==> src/rtl/ifu_pkg.sv <==
`default_nettype none
// ============================================================================
// Module      : ifu_pkg
// Description : Shared types and constants for the instruction fetch unit:
//               FSM state encoding, default reset PC, instruction field
//               positions and a word-alignment helper.
// Ports       : none (package)
// Revision    : 1.0 - initial release
// ============================================================================
package ifu_pkg;

  typedef enum logic [1:0] {
    ST_FETCH = 2'd0,
    ST_HOLD  = 2'd1,
    ST_ERROR = 2'd2
  } ifu_state_e;

  localparam logic [31:0] IFU_RESET_PC = 32'h0000_0000;

  localparam int OP_MSB    = 31;
  localparam int OP_LSB    = 26;
  localparam int FUNCT_MSB = 5;
  localparam int FUNCT_LSB = 0;

  // Force a byte address onto a word boundary.
  function automatic logic [31:0] align_word(input logic [31:0] addr);
    return {addr[31:2], 2'b00};
  endfunction

endpackage
`default_nettype wire

==> src/rtl/ifu_pc_reg.sv <==
`default_nettype none
// ============================================================================
// Module      : ifu_pc_reg
// Description : Program counter register with next-PC selection.
//               Priority: flush > accept (branch target or PC+4) > hold.
// Ports       : clk_i, rst_i (async, active-low)
//               i_flush, i_flush_pc       - redirect request and target
//               i_accept                  - current instruction consumed
//               i_branch, i_branch_target - taken branch for that instruction
//               o_pc                      - current PC
// Revision    : 1.0 - initial release
// ============================================================================
module ifu_pc_reg
  import ifu_pkg::*;
#(
  parameter logic [31:0] RESET_PC = IFU_RESET_PC
) (
  input  logic        clk_i,
  input  logic        rst_i,
  input  logic        i_flush,
  input  logic [31:0] i_flush_pc,
  input  logic        i_accept,
  input  logic        i_branch,
  input  logic [31:0] i_branch_target,
  output logic [31:0] o_pc
);

  logic [31:0] r_pc;
  logic [31:0] w_pc_next;

  always_comb begin
    w_pc_next = r_pc;
    if (i_flush) begin
      w_pc_next = i_flush_pc;
    end else if (i_accept) begin
      // Unsigned add wraps 32'hFFFF_FFFC -> 0 naturally.
      w_pc_next = i_branch ? i_branch_target : (r_pc + 32'd4);
    end
  end

  always_ff @(posedge clk_i or negedge rst_i) begin
    if (!rst_i) begin
      r_pc <= RESET_PC;
    end else begin
      r_pc <= w_pc_next;
    end
  end

  assign o_pc = r_pc;

endmodule
`default_nettype wire

==> src/rtl/instr_fetch_unit.sv <==
`default_nettype none
// ============================================================================
// Module      : instr_fetch_unit
// Description : Instruction fetch stage. Holds the PC, fetches from
//               instruction memory with a req/ack handshake, latches the
//               word into an instruction register and offers it to the
//               decoder with a valid/ready handshake.
//               Optional feature macro: IFU_ALIGN_CHECK_EN - misaligned
//               branch/flush targets raise sticky err_o and park in ERROR;
//               without it targets are forced word-aligned.
// Ports       : clk_i, rst_i (async, active-low)
//               imem_req_o/imem_addr_o/imem_ack_i/imem_data_i - memory side
//               instr_valid_o/instr_ready_i/instr_o/instr_op_o/funct_o,
//               pc_o/pc_plus4_o                               - decoder side
//               branch_i/branch_target_i/flush_i/flush_pc_i   - redirects
//               fetch_cnt_o - accepted-instruction count, err_o - align error
// Revision    : 1.0 - initial release
// ============================================================================
module instr_fetch_unit
  import ifu_pkg::*;
#(
  parameter logic [31:0] RESET_PC = IFU_RESET_PC,
  parameter int          CNT_W    = 32
) (
  input  logic             clk_i,
  input  logic             rst_i,
  output logic             imem_req_o,
  output logic [31:0]      imem_addr_o,
  input  logic             imem_ack_i,
  input  logic [31:0]      imem_data_i,
  output logic             instr_valid_o,
  input  logic             instr_ready_i,
  output logic [31:0]      instr_o,
  output logic [5:0]       instr_op_o,
  output logic [5:0]       funct_o,
  output logic [31:0]      pc_o,
  output logic [31:0]      pc_plus4_o,
  input  logic             branch_i,
  input  logic [31:0]      branch_target_i,
  input  logic             flush_i,
  input  logic [31:0]      flush_pc_i,
  output logic [CNT_W-1:0] fetch_cnt_o,
  output logic             err_o
);

  ifu_state_e       r_state;
  logic [31:0]      r_instr;
  logic             r_valid;
  logic             r_kill;   // an abandoned fetch is still in flight
  logic [CNT_W-1:0] r_cnt;
  logic             r_err;

  logic             w_accept;
  logic             w_flush;
  logic             w_align_err;
  logic [31:0]      w_branch_tgt;
  logic [31:0]      w_flush_tgt;
  logic [31:0]      w_pc;

  assign w_accept = (r_state == ST_HOLD) && instr_ready_i;
  assign w_flush  = flush_i && (r_state != ST_ERROR);

`ifdef IFU_ALIGN_CHECK_EN
  assign w_branch_tgt = branch_target_i;
  assign w_flush_tgt  = flush_pc_i;
  assign w_align_err  = (w_flush && (flush_pc_i[1:0] != 2'b00)) ||
                        (w_accept && branch_i && (branch_target_i[1:0] != 2'b00));
`else
  assign w_branch_tgt = align_word(branch_target_i);
  assign w_flush_tgt  = align_word(flush_pc_i);
  assign w_align_err  = 1'b0;
`endif

  ifu_pc_reg #(
    .RESET_PC (RESET_PC)
  ) u_pc_reg (
    .clk_i           (clk_i),
    .rst_i           (rst_i),
    .i_flush         (w_flush),
    .i_flush_pc      (w_flush_tgt),
    .i_accept        (w_accept),
    .i_branch        (branch_i),
    .i_branch_target (w_branch_tgt),
    .o_pc            (w_pc)
  );

  always_ff @(posedge clk_i or negedge rst_i) begin
    if (!rst_i) begin
      r_state <= ST_FETCH;
      r_instr <= 32'h0;
      r_valid <= 1'b0;
      r_kill  <= 1'b0;
      r_cnt   <= '0;
      r_err   <= 1'b0;
    end else begin
      // A consumed instruction counts even if a flush lands on the same edge.
      if (w_accept) begin
        r_cnt <= r_cnt + {{(CNT_W-1){1'b0}}, 1'b1};
      end

      if (w_align_err) begin
        r_state <= ST_ERROR;
        r_err   <= 1'b1;
        r_valid <= 1'b0;
        r_kill  <= 1'b0;
      end else if (w_flush) begin
        r_state <= ST_FETCH;
        r_valid <= 1'b0;
        // Only an un-acked fetch leaves a stale response to swallow; an ack
        // on the flush edge is simply dropped here.
        r_kill  <= (r_state == ST_FETCH) && !imem_ack_i;
      end else begin
        case (r_state)
          ST_FETCH: begin
            if (imem_ack_i) begin
              if (r_kill) begin
                r_kill <= 1'b0;
              end else begin
                r_instr <= imem_data_i;
                r_valid <= 1'b1;
                r_state <= ST_HOLD;
              end
            end
          end
          ST_HOLD: begin
            if (instr_ready_i) begin
              r_valid <= 1'b0;
              r_state <= ST_FETCH;
            end
          end
          ST_ERROR: begin
            r_valid <= 1'b0;
          end
          default: begin
            r_state <= ST_FETCH;
          end
        endcase
      end
    end
  end

  assign imem_req_o    = (r_state == ST_FETCH);
  assign imem_addr_o   = w_pc;
  assign instr_valid_o = r_valid;
  assign instr_o       = r_instr;
  assign instr_op_o    = r_instr[OP_MSB:OP_LSB];
  assign funct_o       = r_instr[FUNCT_MSB:FUNCT_LSB];
  assign pc_o          = w_pc;
  assign pc_plus4_o    = w_pc + 32'd4;
  assign fetch_cnt_o   = r_cnt;
  assign err_o         = r_err;

endmodule
`default_nettype wire
==> config.mk <==
export PLATFORM = sky130hd
export DESIGN_NAME = instr_fetch_unit
export DESIGN_NICKNAME = d
export VERILOG_FILES = /design/src/rtl/ifu_pkg.sv /design/src/rtl/ifu_pc_reg.sv /design/src/rtl/instr_fetch_unit.sv
export SDC_FILE = /design/constraint.sdc
export NUM_CORES = 1
export LEC_CHECK = 0
export ABC_AREA = 1
export BUFFER_PORTS_ARGS = -buffer_cell sky130_fd_sc_hd__buf_2
export CAP_MARGIN = 40
export CORE_AREA = 3 3 98 146
export DETAILED_ROUTE_END_ITERATION = 10
export DIE_AREA = 0 0 101 149
export PLACE_DENSITY_LB_ADDON = 0.12
export RECOVER_POWER = 50
export REMOVE_ABC_BUFFERS = 1
export SLEW_MARGIN = 5
export SYNTH_ARGS = -nofsm -noshare
export SYNTH_HDL_FRONTEND = slang
export SYNTH_SLANG_ARGS = --single-unit
==> constraint.sdc <==
create_clock -name clk_i -period 1.8 [get_ports clk_i]
set_clock_uncertainty 0.1 [all_clocks]
set_input_delay 0 -clock clk_i [delete_from_list [all_inputs] [get_ports clk_i]]
set_output_delay 0 -clock clk_i [all_outputs]
set_load 0.02 [all_outputs]
==> out/metrics.cfg, run 1 <==
[run_status]
status=complete, but fails checks
violations=negative setup slack

[final_layout]
nFillCells=1072
drive_above_1_share_pct=35.2
final_common_cell=nand2_1
mostFrequentLayoutCells=nand2_1 (246), buf_2 (179), dlygate4sd3_1 (94), dfrtp_1 (91), inv_1 (77)
final_cell_count_no_fill=1353
area_delta_synth_final_pct=51.1
nets=1293
diodes=0

[sta]
tightest_slew_ns=1.09
fin_crit_ns=1.92
setup_ws_ns=-0.118
final-setup-viol-count=17
slew_headroom_pct=27.4
rsz0062_at_grt=yes
max_freq_mhz=521
slew_viol_final=0
fin_tns_setup_ns=-0.829
hold_viol_final=0
period_share_pct=107
whs_ns=0.0220

[synthesis]
yosysWarnings=0
synthCells=809
ys_seq_area_share_pct=38.5
ys_seq_elements=96
ys.flop_type=dfrtp_1
syn_area_per_cell_um2=7.72
synth_edf_count=0
yosysUniqueCellTypes=39
netlist_area_um2=6240
async_reset_ff_share_pct=100

[power_and_ir_drop]
p_clk_share_pct=22.6
finalPower_mw=8.73
combPwrFrac_pct=43.1
power_density_nw_per_um2=926
swShare_pct=41.9
ir_drop_mv=0.968
p_switching_mw=3.66
pwr-share-seq_pct=34.3
p_int_mw=5.07
power.leakage_nw=4.79

[setup_path]
r2r_end=u_pc_reg.o_pc[20]$_DFFE_PN0P_
ff2ff_path_depth=11
required_ns=1.70
r2r_setup_slack_ns=0.02
crit_type=reg2out
worst_setup_path_start_kind=flop
path_max_fanout=5
r2r_start=u_pc_reg.o_pc[3]$_DFFE_PN0P_
crit_arrival_ns=1.82
endpoint_kind=output pin

[clock_tree]
numClockSinks=96
cts_tree=yes
root_buffer=clkbuf_16
clk_path_buf_depth=2
clk_latency_ns=0.35
numCtsBuffers=9
path_clk_slew_ns=0.08
htree_levels=3

[routing]
totalWireLength_mm=21.0
met2_length_mm=11.3
top_layer=met4
viasPerCell=4.97
drt_iter0_drc=208
ant_nets=0
wl_per_cell_um=15.5
wl_met3_mm=1.18
wl_met1_mm=7.55
vias=6730
firstDrtPassIters=4
drcViolationCount=0

[global_routing]
grt_pass1_wl_mm=32.4
antenna_found_initial=0
grt_max_degree=41
grtUsageTotal_pct=27.1
grt_pass1_vias=6732
overflow=0

[die]
core_um2=13100
die-width_um=101
rows=51
die_area_um2=15000
start_util_pct=47.5
die_h_um=149
ios=277

[place]
place_congestion=0.894
io_buffers=265
placed_cells=1216
pre_cts_ws_ns=0.0304
dp_hpwl_mm=14.4

[run]
cap_viol_max_count=0

[min_path]
holdPathStages=4
hold_path.class=in2reg
hold_end=u_pc_reg.o_pc[10]$_DFFE_PN0P_
min_from=branch_target_i[10]

-- metrics by stage --
step                util, %  cell area (um2)
floorplan                 -             5770
global placement       58.6             7700
detailed placement     58.6             7700
CTS                    70.0             9210
global route           71.8             9430
finish                 71.8             9430
-- logic make-up after synthesis --
logic type	after synthesis	share of synthesized area [%]
simple gates	417	30.3
buf+inv	149	12.7
fa+ha+maj	2	0.401
mux	32	5.77
xor+xnor	37	6.15
flops	96	38.5
compound gates	75	6.23
other cells	1	0.0601
-- flip-flops by register name (all words and copies together) (netlist names) --
name / flops
instr_valid_o: 1
instr_o: 32
u_pc_reg.o_pc: 30
r_kill: 1
fetch_cnt_o: 32
-- metal layers --
metal	vias up	GRT usage, %
li1	3241	-
met1	3153	28.6
met2	264	50.9
met3	72	4.54
met4	0	13.4
met5	-	0
-- cell usage after synthesis, types with 2 or more instances --
cell	count	area share, %
clkbuf_2	2	0.16
nor2_1	58	3.5
xor2_1	24	3.4
nand2_4	3	0.54
a21o_1	2	0.24
nor3_1	9	0.72
and2_1	6	0.60
a211oi_1	2	0.24
nand2_1	267	16
nand4_1	8	0.80
xor2_2	8	2.1
o21ai_0	37	3.0
nor3_2	4	0.64
nand3_1	24	1.9
inv_2	2	0.12
a21oi_1	30	2.4
nor2_2	8	0.80
buf_4	52	6.3
dlymetal6s2s_1	2	0.40
ha_1	2	0.40
dfrtp_1	96	38
inv_1	77	4.6
nand2_2	5	0.50
xnor2_1	5	0.70
clkbuf_1	8	0.48
nor2_4	11	2.0
buf_2	5	0.40
nand3b_1	8	0.96
nand4_2	2	0.40
mux2_2	32	5.8
o21ai_1	2	0.16
-- worst max path at each step --
stage | startpoint | end | slack, ns | cells past startpoint
2_1_floorplan | u_pc_reg.o_pc[2]$_DFFE_PN0P_ | u_pc_reg.o_pc[10]$_DFFE_PN0P_ | -0.32 | 8
3_3_place_gp | u_pc_reg.o_pc[10]$_DFFE_PN0P_ | u_pc_reg.o_pc[21]$_DFFE_PN0P_ | 0.06 | 11
3_5_place_dp | u_pc_reg.o_pc[10]$_DFFE_PN0P_ | u_pc_reg.o_pc[21]$_DFFE_PN0P_ | 0.03 | 11
4_1_cts | u_pc_reg.o_pc[3]$_DFFE_PN0P_ | pc_plus4_o[20] | -0.14 | 8
5_1_grt | u_pc_reg.o_pc[7]$_DFFE_PN0P_ | pc_plus4_o[20] | -0.23 | 7
6_report | u_pc_reg.o_pc[3]$_DFFE_PN0P_ | pc_plus4_o[20] | -0.12 | 8
-- what timing repair did --
action | 4_1_cts | 5_1_grt
pin swaps | 24 | 34
buffers inserted | 12 | 16
hold buffers | 94 | 0
hold endpoints to repair | 126 | 0
endpoints found under the setup margin | 22 | 38
gates resized for setup | 56 | 56
-- layout make-up --
| class | instances | area (um2) | area share (%) |
|---|---|---|---|
| clock buffer | 9 | 225 | 2.39 |
| timing repair buffer | 433 | 2930 | 31.0 |
| clock inverter | 7 | 86.3 | 0.915 |
| multi-input combinational | 570 | 3290 | 34.9 |
| tap | 159 | 199 | 2.11 |
| sequential | 96 | 2410 | 25.5 |
| inverter | 79 | 297 | 3.14 |
-- power by group through the flow --
stage          Clock (mW)  Combinational (mW)  Sequential (mW)
5_1_grt              2.11                4.05             3.06
2_1_floorplan           0                1.06             3.83
4_1_cts              2.03                3.65             2.96
6_report             1.97                3.76             3.00
3_5_place_dp            0                3.33             3.00
3_3_place_gp            0                3.30             2.99
-- worst max-delay path: stages (launching register included) --
cell and delay, ns:
dfrtp_1 0.38, ha_2 0.20, nand2_2 0.07, nor2_4 0.10
nand2_4 0.12, nor2_4 0.21, nand3_2 0.10, and2_4 0.17
buf_6 0.12
Note: power is estimated with default switching activity, not from simulation.
==> run 2, diff against run 1 <==
Settings changed: ABC_AREA 1 to unset, CORE_AREA 3 3 98 146 to 3 3 93 139, DIE_AREA 0 0 101 149 to 0 0 96 142.
==> run 2 against run 1 <==
- the flow finishes with violations (negative hold slack, negative setup slack)
- sequential power decreased by 6%
- hold slack got worse by 0.030 ns
- utilization up 7.1 points
- critical path depth shrank 3
- maximum frequency decreased by 15%
- via count is 12% lower
- worst setup slack got worse by 0.33 ns
- clock-buffer cell count is 2 higher
- synthesized cell count decreased by 33%
- register-to-register slack got worse by 0.38 ns
- global-route usage about the same
- non-clock buffer count rose by 39
- critical path type unchanged
- highest routed layer is now met5
==> out/metrics.cfg, run 2 <==
[run_status]
status=complete, but fails checks
violations=negative hold slack, negative setup slack

[setup_path]
worstSetupStartpoint=u_pc_reg.o_pc[2]$_DFFE_PN0P_
r2r_setup_slack_ns=-0.36  ; -0.38 ns
r2r_start=u_pc_reg.o_pc[2]$_DFFE_PN0P_
r2r_end=u_pc_reg.o_pc[27]$_DFFE_PN0P_
crit_arrival_ns=2.14  ; +0.32 ns
worstSetupEndpoint=pc_plus4_o[27]
crit_type=reg2out
endpoint_kind=output pin
worst_setup_path_start_kind=flop
required_ns=1.70  ; about the same
ff2ff_path_depth=7  ; -4
path_max_fanout=6  ; +1

[place]
dp_hpwl_mm=12.9  ; -10%
io_buffers=265  ; unchanged
place_congestion=0.858  ; -4.1%
dpl-instance-area_um2=7230  ; -6.1%
pre_cts_ws_ns=-0.218  ; -0.248 ns

[synthesis]
yosysWarnings=0  ; unchanged
post-synth-top-count-cell=dfrtp_1
synthSimpleGateAreaFrac_pct=18.0  ; -12 points
synth_edf_count=0  ; unchanged
synth_compound_area_share_pct=9.20  ; +3.0 points
yosysUniqueCellTypes=43  ; +10%
ys_seq_area_share_pct=44.5  ; +6.0 points
synth_adder_area_share_pct=0.463  ; +0.063 points
synthCells=546  ; -33%
synthTopCellsByCount=dfrtp_1 (96), nand2_1 (51), buf_4 (50), xnor2_1 (45), nand3_1 (38)
synth_top_area_share_pct=44.5  ; +6.0 points
synthMuxAreaShare_pct=8.96  ; +3.2 points
async_reset_ff_share_pct=100  ; unchanged
ys.flop_type=dfrtp_1
synth_top_family_by_area=simple AND/OR/NAND/NOR gates
synth_top_area_cell=dfrtp_1
synth.area.top_cells=dfrtp_1 (44%), mux2_2 (7.3%), xnor2_1 (7.3%)
syn_area_per_cell_um2=9.89  ; +28%
ys_seq_elements=96  ; unchanged
synth_xor_area_share_pct=9.57  ; +3.4 points
netlist_area_um2=5400  ; -14%

[global_routing]
grt_max_degree=40  ; -2.4%
grtUsageTotal_pct=27.1  ; about the same
overflow=0  ; unchanged
antenna_found_initial=1  ; +1
grt_pass1_vias=5964  ; -11%
grt_pass1_wl_mm=28.9  ; -11%

[final_layout]
finish.utilization_pct=78.9  ; +7.1 points
regArea_um2=2400  ; -0.16%
fin_area_um2=9430  ; about the same
diodes=0  ; unchanged
area_delta_synth_final_pct=74.5
mostFrequentLayoutCells=buf_2 (167), buf_4 (97), dfrtp_1 (94), dlygate4sd3_1 (77), clkbuf_1 (75)
multi_input_area_um2=3220  ; -2.1%
nets=1062  ; -18%
drive_above_1_share_pct=48.2  ; +13 points
nFillCells=775  ; -28%
final_common_cell=buf_2

[routing]
drcViolationCount=0  ; unchanged
wl_per_cell_um=18.1  ; +17%
totalWireLength_mm=20.2  ; -3.9%
vias=5902  ; -12%
firstDrtPassIters=4  ; unchanged
ant_nets=0  ; unchanged
viasPerCell=5.29  ; +6.3%
drt_iter0_drc=208  ; unchanged

[sta]
rsz0062_at_grt=yes
period_share_pct=125  ; +18 points
slew_viol_final=0  ; unchanged
tightest_slew_ns=1.06  ; -0.0322 ns
fin_crit_ns=2.24  ; +0.327 ns
max_freq_mhz=446  ; -15%
slew_headroom_pct=29.6  ; +2.1 points
setup_ws_ns=-0.445  ; -0.327 ns
whs_ns=-0.00749  ; -0.0295 ns
hold_viol_final=1  ; +1
final-setup-viol-count=66  ; +49

[run]
cap_viol_max_count=0  ; unchanged

[power_and_ir_drop]
finalPower_mw=8.36  ; -4.2%
ir_drop_mv=0.529  ; -45%
power_density_nw_per_um2=887  ; -4.2%
power.leakage_nw=4.49  ; -6.3%

[clock_tree]
clk_latency_ns=0.34  ; about the same
clk_path_buf_depth=2  ; unchanged
root_buffer=clkbuf_16
path_clk_slew_ns=0.07  ; about the same
numCtsBuffers=9  ; unchanged
numClockSinks=96  ; unchanged
cts_tree=yes
htree_levels=3  ; unchanged

[min_path]
hold_path.class=in2reg

[die]
die-width_um=96  ; -5.0%
die_area_um2=13600  ; -9.4%
core_um2=12000  ; -9.1%
die_h_um=142  ; -4.7%
rows=49  ; -3.9%
start_util_pct=45.2  ; -2.3 points
ios=277  ; unchanged

## run 2: how the worst min path moves through the flow
stage	from	to	slack, ns	cells past startpoint
2_1_floorplan	rst_i	fetch_cnt_o[0]$_DFFE_PN0P_	-0.40	0
3_3_place_gp	rst_i	instr_o[22]$_DFFE_PN0P_	-0.09	1
3_5_place_dp	rst_i	instr_o[22]$_DFFE_PN0P_	-0.08	1
4_1_cts	branch_target_i[4]	u_pc_reg.o_pc[4]$_DFFE_PN0P_	0.002	4
5_1_grt	branch_target_i[6]	u_pc_reg.o_pc[6]$_DFFE_PN0P_	0.009	4
6_report	branch_target_i[6]	u_pc_reg.o_pc[6]$_DFFE_PN0P_	-0.007	4
## run 2: cell type report
class	instances	area share (%)
timing repair buffer	472	34.9
multi-input combinational	375	34.2
sequential	96	25.5
clock buffer	11	2.57
tap	153	2.03
clock inverter	5	0.677
inverter	4	0.159
## run 2: per-stage QoR
| step | std cells | TNS, ns |
|---|---|---|
| after floorplan | 475 | -70.65 |
| after global placement | 986 | -3.53 |
| after detailed placement | 987 | -3.38 |
| after CTS | 1098 | -8.58 |
| after global routing | 1116 | -16.36 |
| final | 1116 | -9.34 |
## run 2: power breakdown
group	internal [mW]	leakage, nW	switching [mW]
clock network	1.13	0.146	0.847
logic	1.49	3.14	2.06
registers	2.56	1.21	0.277
total	5.18	4.49	3.18
## run 2: cell families after synthesis
logic type,Yosys count
flip-flops,96
AND/OR/NAND/NOR,184
AO/OA/AOI/OAI,79
XOR/XNOR,59
other,1
adder cells (fa/ha/maj),2
buffers and inverters,81
multiplexers,44
## run 2: routing by layer
| metal | track usage [%] | part of all wire (%) |
|---|---|---|
| met5 | 0 | 0.094 |
| met4 | 12.1 | 4.3 |
| met3 | 4.71 | 6.8 |
| met2 | 51.2 | 54 |
| met1 | 28.4 | 34 |
## run 2: critical path, cell delays in order (launching register included)
cell and delay, ns:
dfrtp_2 0.41, nand3_2 0.10, or4_4 0.65, or2_4 0.31
xnor2_2 0.16, buf_4 0.17
## run 2: what timing repair did
item / CTS / global route
cloned: 1 / 1
pin swaps: 46 / 52
resized for setup: 120 / 83
setup buffers: 21 / 25
setup endpoints to repair: 55 / 100
hold buffers: 77 / 0
hold endpoints to repair: 124 / 0
==> run 3, diff against run 2 <==
Settings changed: CORE_AREA 3 3 93 139 to 10 10 103 150, DIE_AREA 0 0 96 142 to 0 0 113 160, SYNTH_HIERARCHICAL set to 1.
==> run 3 against run 2 <==
- the run still ends with negative hold slack, negative setup slack left
- clock-buffer cell count down 2
- sequential share of layout area about the same
- critical path depth up 2
- first-iteration DRC count up 100%
- combinational power about the same
- non-clock buffer count up 10
- maximum frequency up 7.9%
- sequential cell count up 2
- hold slack worse by 0.0021 ns
==> out/metrics.cfg, run 3 <==
[min_path]
hold_path.class=in2reg

[sta]
final-setup-viol-count=38  ; -42%
rsz0062_at_grt=yes
period_share_pct=116  ; -9.1 points
hold_viol_final=1  ; unchanged
setup_ws_ns=-0.281  ; +0.164 ns
tightest_slew_ns=1.12  ; +0.0634 ns
max_freq_mhz=481  ; +7.9%
whs_ns=-0.00961  ; -0.00211 ns
slew_headroom_pct=25.3  ; -4.2 points
fin_crit_ns=2.08  ; -0.164 ns
slew_viol_final=0  ; unchanged

[global_routing]
grt_pass1_vias=7151  ; +20%
grt_pass1_wl_mm=38.1  ; +32%
busiest_layer=met2
grt_max_degree=44  ; +10%
overflow=0  ; unchanged
met1_usage_pct=27.4  ; -0.98 points
grtUsageMet3_pct=8.81  ; +4.1 points
met2_usage_pct=46.0  ; -5.2 points
antenna_found_initial=0  ; -1
grtUsageTotal_pct=26.2  ; -0.96 points

[synthesis]
ys.flop_type=dfrtp_1
yosysUniqueCellTypes=65  ; +51%
ys_seq_area_share_pct=41.0  ; -3.5 points
yosysWarnings=6  ; +6
ys_seq_elements=98  ; +2.1%
synthCells=638  ; +17%
synth_edf_count=0  ; unchanged
async_reset_ff_share_pct=100  ; unchanged
post-synth-top-count-cell=dfrtp_1
netlist_area_um2=5980  ; +11%
synth_top_area_cell=dfrtp_1
synth.area.top_cells=dfrtp_1 (41%), mux2_2 (6.2%), buf_4 (6.1%)
syn_area_per_cell_um2=9.38  ; -5.2%
synth_top_area_share_pct=41.0  ; -3.5 points
synthTopCellsByCount=dfrtp_1 (98), nand2_1 (66), buf_4 (49), o21ai_0 (40), nor2_1 (37)

[die]
core_um2=12800  ; +7.3%
die_area_um2=18100  ; +33%
die_h_um=160  ; +13%
die-width_um=113  ; +18%
start_util_pct=46.6  ; +1.5 points
ios=277  ; unchanged
rows=51  ; +4.1%

[clock_tree]
numCtsBuffers=9  ; unchanged
cts_tree=yes
path_clk_slew_ns=0.07  ; about the same
clk_latency_ns=0.35  ; about the same
numClockSinks=98  ; +2.1%
root_buffer=clkbuf_16
htree_levels=3  ; unchanged
clk_path_buf_depth=2  ; unchanged

[power_and_ir_drop]
finalPower_mw=8.40  ; +0.46%
power.leakage_nw=4.59  ; +2.1%
power_density_nw_per_um2=870  ; -1.9%
ir_drop_mv=0.535  ; +1.2%

[place]
dp_hpwl_mm=17.9  ; +38%
placed_cells=1096  ; +11%
place_congestion=0.965  ; +13%
io_buffers=271  ; +2.3%

[setup_path]
slowest_stage=dfrtp_2
path_buf_inv=2  ; +1
crit_type=reg2out
cpLargestDelayFamily=simple AND/OR/NAND/NOR gates
worst_setup_path_start_kind=flop
crit_arrival_ns=1.98  ; -0.16 ns
critical_path.cell_chain=buf_6 -> nand4_1 -> nor2_2 -> nand4_1 -> nor2_1 -> xor2_1 -> buf_4
path_max_fanout=4  ; -2
slowest_delay_ns=0.40  ; -0.25 ns
required_ns=1.70  ; about the same
path_common_cell=nand4_1
endpoint_kind=output pin

[final_layout]
drive_above_1_share_pct=44.3  ; -3.9 points
diodes=0  ; unchanged
nFillCells=986  ; +27%
mostFrequentLayoutCells=buf_2 (183), buf_4 (127), dfrtp_1 (89), dlygate4sd3_1 (82), clkbuf_1 (62)
final_common_cell=buf_2
area_delta_synth_final_pct=61.3
final_cell_count_no_fill=1226  ; +9.9%
nets=1167  ; +9.9%

[run]
cap_viol_max_count=0  ; unchanged

[routing]
firstDrtPassIters=5  ; +1
viasPerCell=5.48  ; +3.6%
totalWireLength_mm=25.2  ; +25%
vias=6715  ; +14%
ant_nets=0  ; unchanged
wl_per_cell_um=20.6  ; +14%
drt_iter0_drc=426  ; +100%
drcViolationCount=0  ; unchanged

[run_status]
violations=negative hold slack, negative setup slack
status=complete, but fails checks

run 3: changes by cell type in the layout (fill, tap and decap cells not counted), sizes merged, moves of 13 or more:
cell	previous run	this run
xnor2	45	31
nor2	21	40
clkbuf	89	73
xor2	14	29
nand2	51	66
buf	317	336
o21ai	18	44
a221o	14	0
inv	5	19
a21oi	35	22
run 3: worst register-to-register path: stages, from the launching register on:
cell	delay [ns]
dfrtp_2	0.44
buf_4	0.14
buf_6	0.12
nand4_4	0.12
buf_6	0.12
nor2_4	0.04
buf_12	0.13
and2_4	0.14
a222oi_1	0.37
o2bb2ai_1	0.09
run 3: metrics by stage:
step / cell area, um2 / hold slack (ns) / setup slack, ns / utilization [%] / setup TNS (ns)
after floorplan: 5520 / -0.396 / -1.30 / - / -53.13
after global routing: 9650 / 0.0207 / -0.340 / 75.3 / -9.76
after CTS: 9390 / 0.00200 / -0.294 / 73.2 / -3.27
final: 9650 / -0.00961 / -0.281 / 75.3 / -4.43
after global placement: 7890 / -0.0531 / 0.0117 / 61.5 / 0
after detailed placement: 7890 / -0.0478 / -0.00973 / 61.5 / -0.0192
run 3: what timing repair did:
action / in CTS / in global routing
setup endpoints to repair: 28 / 56
setup buffers: 22 / 10
pin swaps: 16 / 37
hold buffers: 82 / 0
gates resized for setup: 67 / 67
endpoints found under the hold margin: 122 / 0
cloned: 0 / 1
run 3: layout make-up:
| class | count | area, um2 | share of cell area [%] |
|---|---|---|---|
| inverter | 16 | 60.1 | 0.622 |
| clock inverter | 7 | 70.1 | 0.726 |
| sequential | 98 | 2460 | 25.5 |
| timing repair buffer | 482 | 3280 | 34.0 |
| multi-input combinational | 455 | 3350 | 34.8 |
| clock buffer | 9 | 225 | 2.33 |
| tap | 159 | 199 | 2.06 |
run 3: kinds of logic (layout without fill, tap and decap cells):
| kind of cell | after synthesis | in the layout | share of synthesized area [%] |
|---|---|---|---|
| other cells | 1 | 5 | 0.0627 |
| fa+ha+maj | 3 | 3 | 0.627 |
| compound gates | 118 | 118 | 12.7 |
| mux | 38 | 38 | 7.05 |
| flops | 98 | 98 | 41.0 |
| simple gates | 231 | 231 | 20.9 |
| buf+inv | 89 | 514 | 8.93 |
| xor+xnor | 60 | 60 | 8.78 |
run 3: path summary, 6_finish.rpt:
| check | from | cells past startpoint | to | slack [ns] |
|---|---|---|---|---|
| max in group asynchronous | rst_i | 3 | u_pc_reg/o_pc[18]$_DFFE_PN0P_ | 0.18 |
| max reg2reg | u_pc_reg/o_pc[6]$_DFFE_PN0P_ | 9 | u_pc_reg/o_pc[15]$_DFFE_PN0P_ | -0.12 |
| min | branch_target_i[19] | 5 | u_pc_reg/o_pc[19]$_DFFE_PN0P_ | -0.01 |
| max | u_pc_reg/o_pc[6]$_DFFE_PN0P_ | 7 | pc_plus4_o[27] | -0.28 |
| min in group asynchronous | rst_i | 2 | fetch_cnt_o[15]$_DFFE_PN0P_ | 0.30 |
| min reg2reg | fetch_cnt_o[31]$_DFFE_PN0P_ | 1 | fetch_cnt_o[31]$_DFFE_PN0P_ | 0.38 |
run 3: report_power, final:
group	internal, mW	switching (mW)	leakage [nW]	total (mW)
combinational	1.44	2.13	3.23	3.57
sequential	2.57	0.319	1.21	2.89
clock	0.981	0.962	0.147	1.94
total	4.99	3.41	4.59	8.40
run 3: routing by layer:
layer / part of all wire (%) / up-vias
li1: - / 3075
met1: 37 / 3244
met2: 51 / 342
met3: 8.6 / 54
met4: 3.7 / 0
met5: 0 / -
